## src/rtl/det_sched.sv

```systemverilog
// Frame scheduler: grants one of four requesters, shifts its frame MSB first and counts
// overlapping PATTERN matches. Define DET_SCHED_FIXED_PRIO_EN for fixed-priority arbitration.
module det_sched #(
  parameter int unsigned FRAME_LEN = 16,
  parameter logic [3:0]  PATTERN   = 4'b1011
) (
  input  logic                 clock,
  input  logic                 reset,
  input  logic [3:0]           req,
  input  logic [FRAME_LEN-1:0] data_0,
  input  logic [FRAME_LEN-1:0] data_1,
  input  logic [FRAME_LEN-1:0] data_2,
  input  logic [FRAME_LEN-1:0] data_3,
  output logic [3:0]           ack,
  output logic                 busy,
  output logic                 done,
  output logic [1:0]           done_id,
  output logic [7:0]           match_cnt,
  output logic                 found
);

  typedef enum logic [1:0] {StIdle, StShift, StDone} state_e;

  state_e               state_q;
  logic [FRAME_LEN-1:0] shift_q;
  logic [3:0]           hist_q;
  logic [7:0]           bit_cnt_q;
  logic [7:0]           cnt_q;
  logic [1:0]           id_q;
  logic [1:0]           done_id_q;
  logic [7:0]           match_cnt_q;
  logic                 found_q;

  logic [1:0]           sel;
  logic                 grant;
  logic [FRAME_LEN-1:0] data_sel;
  logic [3:0]           hist_nxt;
  logic                 hit;
  logic [7:0]           cnt_nxt;

`ifdef DET_SCHED_FIXED_PRIO_EN
  always_comb begin
    sel = 2'd0;
    for (int i = 3; i >= 0; i--) begin
      if (req[i]) sel = 2'(i);
    end
  end
`else
  logic [1:0] last_grant_q;
  logic [1:0] rr_idx;

  // Walk from farthest to nearest so the first requester after last_grant wins.
  always_comb begin
    sel    = 2'd0;
    rr_idx = 2'd0;
    for (int k = 4; k >= 1; k--) begin
      rr_idx = last_grant_q + 2'(k);
      if (req[rr_idx]) sel = rr_idx;
    end
  end

  always_ff @(posedge clock or posedge reset) begin
    if (reset) begin
      last_grant_q <= 2'd3;
    end else if (grant) begin
      last_grant_q <= sel;
    end
  end
`endif

  always_comb begin
    case (sel)
      2'd0:    data_sel = data_0;
      2'd1:    data_sel = data_1;
      2'd2:    data_sel = data_2;
      default: data_sel = data_3;
    endcase
  end

  assign grant    = (state_q == StIdle) && (req != 4'b0000) && !reset;
  assign hist_nxt = {hist_q[2:0], shift_q[FRAME_LEN-1]};
  // bit_cnt_q counts bits shifted before this one, so >= 3 means at least 4 with this bit.
  assign hit      = (hist_nxt == PATTERN) && (bit_cnt_q >= 8'd3);
  assign cnt_nxt  = cnt_q + {7'd0, hit};

  always_ff @(posedge clock or posedge reset) begin
    if (reset) begin
      state_q     <= StIdle;
      shift_q     <= '0;
      hist_q      <= 4'd0;
      bit_cnt_q   <= 8'd0;
      cnt_q       <= 8'd0;
      id_q        <= 2'd0;
      done_id_q   <= 2'd0;
      match_cnt_q <= 8'd0;
      found_q     <= 1'b0;
    end else begin
      case (state_q)
        StIdle: begin
          if (grant) begin
            shift_q   <= data_sel;
            id_q      <= sel;
            hist_q    <= 4'd0;
            bit_cnt_q <= 8'd0;
            cnt_q     <= 8'd0;
            state_q   <= StShift;
          end
        end
        StShift: begin
          shift_q   <= shift_q << 1;
          hist_q    <= hist_nxt;
          bit_cnt_q <= bit_cnt_q + 8'd1;
          cnt_q     <= cnt_nxt;
          if (bit_cnt_q == 8'(FRAME_LEN - 1)) begin
            done_id_q   <= id_q;
            match_cnt_q <= cnt_nxt;
            found_q     <= (cnt_nxt != 8'd0);
            state_q     <= StDone;
          end
        end
        StDone: begin
          state_q <= StIdle;
        end
        default: begin
          state_q <= StIdle;
        end
      endcase
    end
  end

  assign ack       = grant ? 4'(4'b0001 << sel) : 4'b0000;
  assign busy      = !reset && ((state_q != StIdle) || grant);
  assign done      = (state_q == StDone);
  assign done_id   = done_id_q;
  assign match_cnt = match_cnt_q;
  assign found     = found_q;

endmodule

```

## config.mk

```make
export PLATFORM = sky130hd
export DESIGN_NAME = det_sched
export DESIGN_NICKNAME = d
export VERILOG_FILES = /design/src/rtl/det_sched.sv
export SDC_FILE = /design/constraint.sdc
export NUM_CORES = 1
export LEC_CHECK = 0
export BUFFER_PORTS_ARGS = -buffer_cell sky130_fd_sc_hd__buf_2
export CAP_MARGIN = 20
export CORE_UTILIZATION = 54
export CTS_BUF_LIST = sky130_fd_sc_hd__clkbuf_4
export CTS_CLUSTER_DIAMETER = 150
export DETAILED_ROUTE_END_ITERATION = 8
export PLACE_DENSITY = 0.86
export SLEW_MARGIN = 30
export SYNTH_ARGS = -nofsm -noshare
export SYNTH_HDL_FRONTEND = slang
export SYNTH_SLANG_ARGS = --single-unit
```

## constraint.sdc

```tcl
create_clock -name clock -period 2.5 [get_ports clock]
set_clock_uncertainty 0.1 [all_clocks]
set_input_delay 0.125 -clock clock [delete_from_list [all_inputs] [get_ports clock]]
set_output_delay 0.125 -clock clock [all_outputs]
set_load 0.1 [all_outputs]
```

==> results.toml <==
[cells_and_area]
final_common_cell = "buf_2"
final_util = 0.750
layout_common_cells = "83 x buf_2, 50 x dfrtp_1, 31 x nand2_1"
multi_input_area_um2 = 1530
drive_gt1_frac = 0.333
area_delta_synth_final_pct = 32.2
nets = 492
antenna_cells = 0
regArea_um2 = 1300
fillers = 343

[worst_setup_path]
crit_required_ns = 2.28
crit_path_start_kind = "flop"
endpoint_kind = "primary output"
r2r_start = "bit_cnt_q[4]$_DFFE_PP0P_"
worstRegToRegCells = 8
cp-startpoint = "last_grant_q[0]$_DFFE_PP1P_"
rrSetupSlack_ns = 0.16
crit_chain = "inv_1 -> a31o_1 -> nor2_1 -> nand3_1 -> nor2b_2 -> buf_12"
slowest_stage = "dfstp_2"
reg2reg_to = "match_cnt[6]$_DFFE_PP0P_"
critPathCapture = "ack[3]"
critical_path_arrival_ns = 2.18
worstPathMaxFanout = 6
critPathKind = "flop to primary output"
slowest_delay_ns = 0.61

[power_and_ir_drop]
seqPwrFrac = 0.356
sw_frac_of_total = 0.488
comb_power_share = 0.535
ir_drop_mv = 0.757
power_switching_mw = 1.82
clockPowerShare = 0.109
p_leak_nw = 1.78
p_int_mw = 1.91
powerDensity_nw_per_um2 = 961

[sta]
finalMaxSlewViolations = 0
post-route-period-util = 0.963
fin_ws_ns = 0.0925
tightest_slew_ns = 0.725
fmax_ghz = 0.415
fin_crit_ns = 2.41
finalSetupViolations = 0
tns_ns = 0
slew_headroom = 0.517
rsz0062_at_grt = "yes"
hold_violations = 0

[floorplan]
die_area_um2 = 5730
die_h_um = 75.7
core_area_um2 = 5170
io_pins = 87
rows = 26
initial_core_util = 0.567
die_w_um = 75.7

[route]
dr.pass1.iters = 5
post_drt_wl_per_cell_um = 16.9
postRouteAntennaNets = 0
vias_per_cell = 5.97
drtIter0Drc = 205
drt-total-wl_mm = 8.26
drc = 0
vias = 2924

[global_routing]
grtUsageMet1 = 0.381
antenna_found_initial = 0
busiest_layer = "met2"
met2_usage = 0.473
grt_max_degree = 32
grt_pass1_vias = 2701
grt_remaining_overflow = 0
grt_usage = 0.286
grtUsageMet3 = 0.0542
grt_pass1_wl_mm = 12.4

[synth]
synth_cells = 305
yosysTopAreaCellShare = 0.427
synth_area_leaders = "dfrtp_1 43%, o21ai_0 4.4%, a211oi_2 4.3%"
async_flop_share = 1.00
ys.flop_type = "dfrtp_1"
synth-seq-cells = 52
synth-edff-count = 0
yosys.area.top_type = "dfrtp_1"
syn_nets = 378
avgSynthCellArea_um2 = 9.62
syn_area_um2 = 2930
seq_area_frac_synth = 0.445
synth_cell_types = 47
ys_warn_count = 0

[placement]
gp_congestion = 0.878
place_ws_ns = 0.0847
hpwl_mm = 5.22
io_buffers = 86

[clock_tree]
cts.clk_slew.worst_paths_ns = 0.16
clk_root_buffer_cell = "clkbuf_4"
cts_max_path_buffers = 2
clock_sinks = 52
cts_tree = "built"
clkLatencyLatePin_ns = 0.38
htreeDepth = 2
cts_made_buffers = 5

[min_path]
hold_class = "input pin to flop"

[run_status]
status = "finished, final reports clean"

[flow_run]
drv_cap = 0
## per-stage QoR
step | power [mW] | hold WS [ns] | instance area [um2] | cells
4_1_cts | 3.66 | 0.00305 | 3820 | 485
5_1_grt | 3.95 | 0.00127 | 3880 | 490
3_5_place_dp | 3.23 | 0.131 | 3490 | 451
3_3_place_gp | 3.17 | 0.127 | 3490 | 451
6_report | 3.73 | 0.00724 | 3880 | 490
2_1_floorplan | 2.82 | 0.246 | 2950 | 305
## state kept, by name (all words and copies together) (netlist names)
signal and cells:
id_q 2, bit_cnt_q 8, done_id 2, match_cnt 8, shift_q 16, cnt_q 8
state_q 2, found 1, hist_q 3, last_grant_q 2
## how the worst min path moves through the flow
stage	cells past startpoint	end	slack [ns]	start
floorplan	2	shift_q[15]$_DFFE_PP0P_	0.25	data_1[15]
global placement	2	done_id[0]$_DFFE_PP0P_	0.13	reset
detailed placement	2	shift_q[11]$_DFFE_PP0P_	0.13	reset
CTS	3	shift_q[9]$_DFFE_PP0P_	0.003	data_3[9]
global route	3	shift_q[13]$_DFFE_PP0P_	0.001	data_3[13]
finish	3	shift_q[15]$_DFFE_PP0P_	0.007	data_0[15]
## power groups by stage
| stage | registers, mW | clock network, mW | logic (mW) |
|---|---|---|---|
| after floorplan | 1.75 | 0 | 1.08 |
| after global placement | 1.33 | 0 | 1.84 |
| after detailed placement | 1.34 | 0 | 1.89 |
| after CTS | 1.33 | 0.409 | 1.92 |
| after global routing | 1.36 | 0.450 | 2.13 |
| final | 1.33 | 0.407 | 1.99 |
## layout make-up
| cell class | instances | area share |
|---|---|---|
| Tap cell | 70 | 0.0226 |
| Inverter | 5 | 0.00484 |
| Timing Repair Buffer | 129 | 0.225 |
| Clock inverter | 3 | 0.00678 |
| Clock buffer | 5 | 0.00968 |
| Multi-Input combinational cell | 226 | 0.395 |
| Sequential cell | 52 | 0.336 |
## kinds of logic after synthesis
family	share of synthesized area
fa+ha+maj	0.0128
simple gates	0.154
mux	0.0226
flops	0.445
xor+xnor	0.0269
compound gates	0.293
buf+inv	0.0461
## Yosys cell counts, drive strengths merged, types with 4 or more instances
cell type / count
nand3: 9
buf: 8
mux2: 5
a21oi: 4
o22ai: 17
inv: 5
xor2: 6
nor2b: 4
o31ai: 17
dfrtp: 50
nor3b: 15
o21ai: 28
a211oi: 16
a22oi: 15
nor2: 18
clkbuf: 14
a22o: 6
nand2: 31
## critical path: cells and delay by family, from the launching register on
family	cells	cell delay (ns)
simple gates	3	0.70
flops	1	0.61
buf+inv	2	0.27
compound gates	1	0.20
## what timing repair did
item,in CTS,in global routing
setup endpoints to repair,0,5
resized for setup,0,4
hold buffers,26,3
endpoints found under the hold margin,39,3
buffers inserted,0,2
## per-layer routing
| layer | routed length [um] | up-vias |
|---|---|---|
| met4 | 229 | 0 |
| met1 | 3360 | 1398 |
| met3 | 452 | 21 |
| li1 | - | 1371 |
| met2 | 4220 | 134 |
| met5 | 0 | - |
Power figures use the tool's default switching activity.
